==> config.mk <==
export PLATFORM = sky130hd
export DESIGN_NAME = fsl_msg_rx
export DESIGN_NICKNAME = d
export VERILOG_FILES = /design/src/rtl/fsl_msg_rx.sv
export SDC_FILE = /design/constraint.sdc
export NUM_CORES = 1
export LEC_CHECK = 0
export BUFFER_PORTS_ARGS = -buffer_cell sky130_fd_sc_hd__buf_2
export CORE_ASPECT_RATIO = 1.75
export CORE_UTILIZATION = 58
export CTS_CLUSTER_DIAMETER = 120
export DETAILED_ROUTE_END_ITERATION = 7
export PLACE_DENSITY_LB_ADDON = 0.05
export SLEW_MARGIN = 30
export SYNTH_ARGS = -nofsm -noshare
export SYNTH_HDL_FRONTEND = slang
export SYNTH_SLANG_ARGS = --single-unit
==> constraint.sdc <==
create_clock -name i_clk -period 3.64 [get_ports i_clk]
set_input_delay 0.364 -clock i_clk [delete_from_list [all_inputs] [get_ports i_clk]]
set_output_delay 0.364 -clock i_clk [all_outputs]
set_load 0.05 [all_outputs]
==> src/rtl/fsl_msg_rx.sv <==
// Fabric-side FSL message reader: parses header words, streams payload beats
// with src/tag/sop/eop, drops or truncates malformed framing, keeps statistics.
module fsl_msg_rx #(
    parameter int unsigned C_MAX_LEN   = 1024,
    parameter int unsigned C_CNT_WIDTH = 16
) (
    input  logic                   i_clk,
    input  logic                   i_rst_n,
    input  logic                   i_fsl_exists,
    input  logic [0:63]            i_fsl_data,
    input  logic                   i_fsl_control,
    output logic                   o_fsl_read,
    output logic                   o_msg_valid,
    input  logic                   i_msg_ready,
    output logic [0:63]            o_msg_data,
    output logic [0:15]            o_msg_src,
    output logic [0:15]            o_msg_tag,
    output logic                   o_msg_sop,
    output logic                   o_msg_eop,
    output logic                   o_msg_empty,
    output logic                   o_err_pulse,
    output logic [C_CNT_WIDTH-1:0] o_msg_cnt,
    output logic [C_CNT_WIDTH-1:0] o_drop_cnt,
    output logic [C_CNT_WIDTH-1:0] o_trunc_cnt
);

    localparam int unsigned LEN_W  = 16;
    localparam int unsigned DATA_W = 64;
    localparam logic [LEN_W-1:0] MAX_LEN = LEN_W'(C_MAX_LEN);

    typedef enum logic [1:0] {IDLE, PAYLOAD, DISCARD} state_e;

    state_e               state_q, state_d;
    logic [LEN_W-1:0]     rem_q, rem_d;
    logic                 first_q, first_d;
    logic [LEN_W-1:0]     hsrc_q, hsrc_d;
    logic [LEN_W-1:0]     htag_q, htag_d;

    logic                 valid_q;
    logic [DATA_W-1:0]    data_q;
    logic [LEN_W-1:0]     bsrc_q, btag_q;
    logic                 sop_q, eop_q, empty_q;
    logic                 err_q;
    logic [C_CNT_WIDTH-1:0] msg_cnt_q, drop_cnt_q, trunc_cnt_q;

    logic                 slot_free_c, pop_c;
    logic [LEN_W-1:0]     hdr_src_c, hdr_tag_c, hdr_len_c;
    logic                 load_c, ld_sop_c, ld_eop_c, ld_empty_c;
    logic [DATA_W-1:0]    ld_data_c;
    logic [LEN_W-1:0]     ld_src_c, ld_tag_c;
    logic                 err_c, drop_inc_c, trunc_inc_c;
    logic                 unused_hdr_c;

    function automatic logic [C_CNT_WIDTH-1:0] sat_inc(input logic [C_CNT_WIDTH-1:0] v,
                                                       input logic en);
        return (en && (v != '1)) ? v + C_CNT_WIDTH'(1) : v;
    endfunction

    assign hdr_src_c    = i_fsl_data[0:15];
    assign hdr_tag_c    = i_fsl_data[16:31];
    assign hdr_len_c    = i_fsl_data[32:47];
    assign unused_hdr_c = ^i_fsl_data[48:63];

    // Pop when the output slot can take a beat, or unconditionally while discarding
    assign slot_free_c = !valid_q || i_msg_ready;
    assign pop_c       = i_rst_n && i_fsl_exists && ((state_q == DISCARD) || slot_free_c);
    assign o_fsl_read  = pop_c;

    // State register
    always_ff @(posedge i_clk or negedge i_rst_n) begin
        if (!i_rst_n) state_q <= IDLE;
        else          state_q <= state_d;
    end

    // Next-state and message-context logic; any header restarts parsing from scratch
    always_comb begin
        state_d = state_q;
        rem_d   = rem_q;
        first_d = first_q;
        hsrc_d  = hsrc_q;
        htag_d  = htag_q;
        if (pop_c) begin
            if (i_fsl_control) begin
                if (hdr_len_c == '0) begin
                    state_d = IDLE;
                end else if (hdr_len_c > MAX_LEN) begin
                    state_d = DISCARD;
                    rem_d   = hdr_len_c;
                end else begin
                    state_d = PAYLOAD;
                    rem_d   = hdr_len_c;
                    first_d = 1'b1;
                    hsrc_d  = hdr_src_c;
                    htag_d  = hdr_tag_c;
                end
            end else begin
                case (state_q)
                    PAYLOAD: begin
                        rem_d   = rem_q - LEN_W'(1);
                        first_d = 1'b0;
                        if (rem_q == LEN_W'(1)) state_d = IDLE;
                    end
                    DISCARD: begin
                        rem_d = rem_q - LEN_W'(1);
                        if (rem_q == LEN_W'(1)) state_d = IDLE;
                    end
                    default: ;
                endcase
            end
        end
    end

    // Output decode: beat load, error pulse and counter increments for the popped word
    always_comb begin
        load_c      = 1'b0;
        ld_data_c   = '0;
        ld_src_c    = '0;
        ld_tag_c    = '0;
        ld_sop_c    = 1'b0;
        ld_eop_c    = 1'b0;
        ld_empty_c  = 1'b0;
        err_c       = 1'b0;
        drop_inc_c  = 1'b0;
        trunc_inc_c = 1'b0;
        if (pop_c) begin
            if (i_fsl_control) begin
                if (state_q != IDLE) begin
                    trunc_inc_c = 1'b1;
                    err_c       = 1'b1;
                end
                if (hdr_len_c == '0) begin
                    // A zero-length header popped in DISCARD with a stalled slot has nowhere to go
                    if (slot_free_c) begin
                        load_c     = 1'b1;
                        ld_src_c   = hdr_src_c;
                        ld_tag_c   = hdr_tag_c;
                        ld_sop_c   = 1'b1;
                        ld_eop_c   = 1'b1;
                        ld_empty_c = 1'b1;
                    end else begin
                        drop_inc_c = 1'b1;
                    end
                end else if (hdr_len_c > MAX_LEN) begin
                    err_c = 1'b1;
                end
            end else begin
                case (state_q)
                    IDLE: begin
                        drop_inc_c = 1'b1;
                        err_c      = 1'b1;
                    end
                    PAYLOAD: begin
                        load_c    = 1'b1;
                        ld_data_c = i_fsl_data;
                        ld_src_c  = hsrc_q;
                        ld_tag_c  = htag_q;
                        ld_sop_c  = first_q;
                        ld_eop_c  = (rem_q == LEN_W'(1));
                    end
                    DISCARD: drop_inc_c = 1'b1;
                    default: ;
                endcase
            end
        end
    end

    // Context, output beat register and saturating statistics
    always_ff @(posedge i_clk or negedge i_rst_n) begin
        if (!i_rst_n) begin
            rem_q       <= '0;
            first_q     <= 1'b0;
            hsrc_q      <= '0;
            htag_q      <= '0;
            valid_q     <= 1'b0;
            data_q      <= '0;
            bsrc_q      <= '0;
            btag_q      <= '0;
            sop_q       <= 1'b0;
            eop_q       <= 1'b0;
            empty_q     <= 1'b0;
            err_q       <= 1'b0;
            msg_cnt_q   <= '0;
            drop_cnt_q  <= '0;
            trunc_cnt_q <= '0;
        end else begin
            rem_q   <= rem_d;
            first_q <= first_d;
            hsrc_q  <= hsrc_d;
            htag_q  <= htag_d;
            if (load_c) begin
                valid_q <= 1'b1;
                data_q  <= ld_data_c;
                bsrc_q  <= ld_src_c;
                btag_q  <= ld_tag_c;
                sop_q   <= ld_sop_c;
                eop_q   <= ld_eop_c;
                empty_q <= ld_empty_c;
            end else if (i_msg_ready) begin
                valid_q <= 1'b0;
            end
            err_q       <= err_c;
            msg_cnt_q   <= sat_inc(msg_cnt_q, valid_q && i_msg_ready && eop_q);
            drop_cnt_q  <= sat_inc(drop_cnt_q, drop_inc_c);
            trunc_cnt_q <= sat_inc(trunc_cnt_q, trunc_inc_c);
        end
    end

    assign o_msg_valid = valid_q;
    assign o_msg_data  = data_q;
    assign o_msg_src   = bsrc_q;
    assign o_msg_tag   = btag_q;
    assign o_msg_sop   = sop_q;
    assign o_msg_eop   = eop_q;
    assign o_msg_empty = empty_q;
    assign o_err_pulse = err_q;
    assign o_msg_cnt   = msg_cnt_q;
    assign o_drop_cnt  = drop_cnt_q;
    assign o_trunc_cnt = trunc_cnt_q;

endmodule

==> flow_summary_export.csv <==
group,metric,value,unit
power,swShare,35.7,%
logic_synthesis,ys_types,52,
logic_synthesis,yosys_warnings,0,
finish,drive_gt1_share,30.0,%
drt,wl,21400,um
job,drv_cap,0,
sta,finalCritPeriodShare,76.2,%
power,clkPwrFrac,32.4,%
clock_network,post-cts-setup-buffer-count,0,
logic_synthesis,synth_seq_cells,200,
worst_setup_path,cp.required,3.94,ns
finish,insertedDiodeCount,0,
sta,maxSlewHeadroom,36.3,%
drt,met3_length,1170,um
global_routing,track_usage,28.1,%
hold_path,hp-class,"in -> reg",
drt,first_iter_violations,320,
die,rows,59,
worst_setup_path,startpoint_type,"input port",
clock_network,cts_resized,0,
logic_synthesis,syn_inst,835,
sta,fmax,361,MHz
die,die_area,0.0158,mm2
die,core,0.0149,mm2
power,power.density,536,mW/mm2
logic_synthesis,synth_largest_area_cell,"dfrtp_1",
die,die_w,95.3,um
power,p_switching,2.05,mW
drt,wire_per_inst,17.3,um
clock_network,hold_buffers,1,
sta,finalHoldViolCount,0,
worst_setup_path,critical_path.startpoint,"i_rst_n",
drt,drt_pre_antenna_iters,5,
logic_synthesis,async_flop_share,100,%
global_routing,antenna_found_initial,0,
global_routing,grt_pass1_wl,34100,um
power,cellLeakagePower,5.74,nW
finish,layout.nets,1120,
die,start_util,59.3,%
finish,final_core_util,71.9,%
logic_synthesis,synth_flop_cell,"dfrtp_1",
die,io_pins,219,
power,internal_power,3.70,mW
sta,rsz0062_at_grt,"false",
worst_setup_path,r2r_start,"state_q[0]",
worst_setup_path,end_kind,"flop",
drt,viasPerCell,5.77,
drt,highest_layer,"met4",
logic_synthesis,yosys-top-cells-count,"dfrtp_1, nand2_1, o21ai_0, mux2_2",
placement,io_buffer_count,218,
sta,setup-tns-final,0,ns
logic_synthesis,ys_top_cells_by_area,"dfrtp_1, nand2_1, mux2_2",
logic_synthesis,yosysMostFrequentCell,"dfrtp_1",
sta,tightest_slew,0.943,ns
worst_setup_path,r2r_end,"o_trunc_cnt[1]",
finish,syn2layout_area_growth,21.2,%
run_status,outcome,"finished, final reports clean",
sta,drv_slew,0,
hold_path,min-delay-start,"i_fsl_data[52]",
drt,vias,7151,
drt,drc,0,
global_routing,gr-total-overflow,0,
logic_synthesis,syn-num-nets,912,
worst_setup_path,r2r_slack,1.11,ns
clock_network,cts_tree,"built",
clock_network,cts_sinks,200,
power,vdd_drop_max,0.000338,V
power,comb_power_share,21.9,%
hold_path,whs_path_depth,3,
logic_synthesis,yosysTopAreaCellShare,56.6,%
die,die_y,165,um
worst_setup_path,reg2reg_depth,6,
global_routing,grt_max_degree,72,
hold_path,worst_hold_path.endpoint,"o_msg_data[52]",
placement,place_congestion,0.899,
clock_network,clock-root-buffer,"clkbuf_16",
drt,m1WireLength,8210,um
logic_synthesis,syn_area_per_cell,10.6,um2
clock_network,cts-buffers-inserted,17,
clock_network,clkLatencyLatePin,0.43,ns
logic_synthesis,yosysSeqAreaShare,56.6,%
logic_synthesis,synth-edff-count,0,
worst_setup_path,crit_arrival,3.07,ns
global_routing,grt_pass1_vias,6954,
clock_network,cts.htree.levels,4,
worst_setup_path,crit_fanout,45,
worst_setup_path,crit_type,"in -> reg",
sta,period_needed,2.77,ns
clock_network,path_clk_slew,0.08,ns
sta,skew,0.0182,ns
placement,dp_hpwl,15000,um
logic_synthesis,syn-cell-area,0.00884,mm2
sta,final-setup-viol-count,0,
clock_network,clockBufferDepth,2,
drt,wl_met2,11100,um
drt,ant_nets,0,
power,seqPwrFrac,45.7,%
layout by cell type (no fill, tap or decap), types with 4 or more instances in the layout:
cell       synthesis  final
or2_2              6      6
nand2_1          154    154
nor2b_1            4      4
nand3_1           23     22
o21ai_0           72     72
nor2_1            35     34
xnor2_1           15     15
or4_1              5      5
and3_1             7      6
clkinv_4           0      4
inv_1             10     10
nor4b_1            5      4
nand4_1           15     15
buf_4              0     12
a21oi_1           13     13
a31oi_1            5      5
a22o_1            33     33
and4_1             4      4
nor3_1            16     16
clkbuf_16          0     17
or3_1              6      6
buf_2             21    217
mux2i_1            5      5
o22ai_1            7      7
dfrtp_1          200    200
mux2_2            37     37
nor4_1            10     10
a21o_1            35     35
inv_8              0      4
xor2_1            28     28
ha_1               8      8
cell families (layout without fill, tap and decap cells):
family	Yosys count	count (layout)	synth area share [%]
buffers and inverters	54	275	2.59
AND/OR/NAND/NOR	304	304	16.4
XOR/XNOR	43	43	4.26
multiplexers	42	42	5.28
flip-flops	200	200	56.6
adder cells (fa/ha/maj)	8	8	1.13
AO/OA/AOI/OAI	184	184	13.8
sequential cells by signal (all words and copies together), names as in the netlist:
name and cells:
o_msg_data 64, o_msg_empty 1, o_err_pulse 1, o_msg_eop 1, o_msg_src 16, first_q 1
o_msg_tag 16, o_msg_sop 1, o_drop_cnt 16, o_msg_valid 1, o_trunc_cnt 16, o_msg_cnt 16
htag_q 16, hsrc_q 16, state_q 2, rem_q 16
worst max-delay path, cell delays in order:
cell           delay [ns]
dlygate4sd3_1        0.55
clkbuf_8             0.34
nand2_1              0.21
nor2_1               0.36
and3_4               0.45
buf_4                0.48
o21ai_0              0.17
o31a_1               0.13
routing by layer:
layer	global-route usage, %	vias to the layer above
met5	0	-
met4	13.2	0
met3	5.95	59
met2	47.8	250
met1	33.6	3489
li1	-	3353
layout make-up:
| cell class | instances | area [um2] |
|---|---|---|
| clock buffer | 18 | 439 |
| sequential | 200 | 5000 |
| timing repair buffer | 232 | 1220 |
| clock inverter | 14 | 151 |
| tap | 183 | 229 |
| multi-input combinational | 581 | 3630 |
| inverter | 11 | 41.3 |
| fill | 1185 | 4190 |
worst max path at each step:
stage                     slack, ns             to
after detailed placement       0.90      htag_q[3]
final                          0.87      o_msg_eop
after CTS                      0.84      o_msg_eop
after global placement         0.94      htag_q[6]
after floorplan                0.90  o_msg_data[0]
after global routing           0.64      o_msg_eop
power groups by stage:
stage | Clock, mW | Sequential, mW | Combinational [mW]
after global routing | 1.99 | 2.66 | 1.35
after floorplan | 0 | 3.22 | 0.307
after global placement | 0 | 2.66 | 1.24
final | 1.86 | 2.63 | 1.26
after CTS | 1.90 | 2.62 | 1.27
after detailed placement | 0 | 2.66 | 1.26
stage by stage:
step           power, mW  cells  setup WS [ns]  hold slack [ns]  area, um2
2_1_floorplan       3.53    835          0.902           0.0684       8840
3_3_place_gp        3.90   1206          0.943            0.303      10100
3_5_place_dp        3.93   1206          0.897            0.303      10100
4_1_cts             5.79   1239          0.844            0.127      10700
5_1_grt             5.99   1239          0.644            0.132      10700
6_report            5.75   1239          0.868            0.140      10700
No activity file was read; power rests on OpenSTA's default activity.
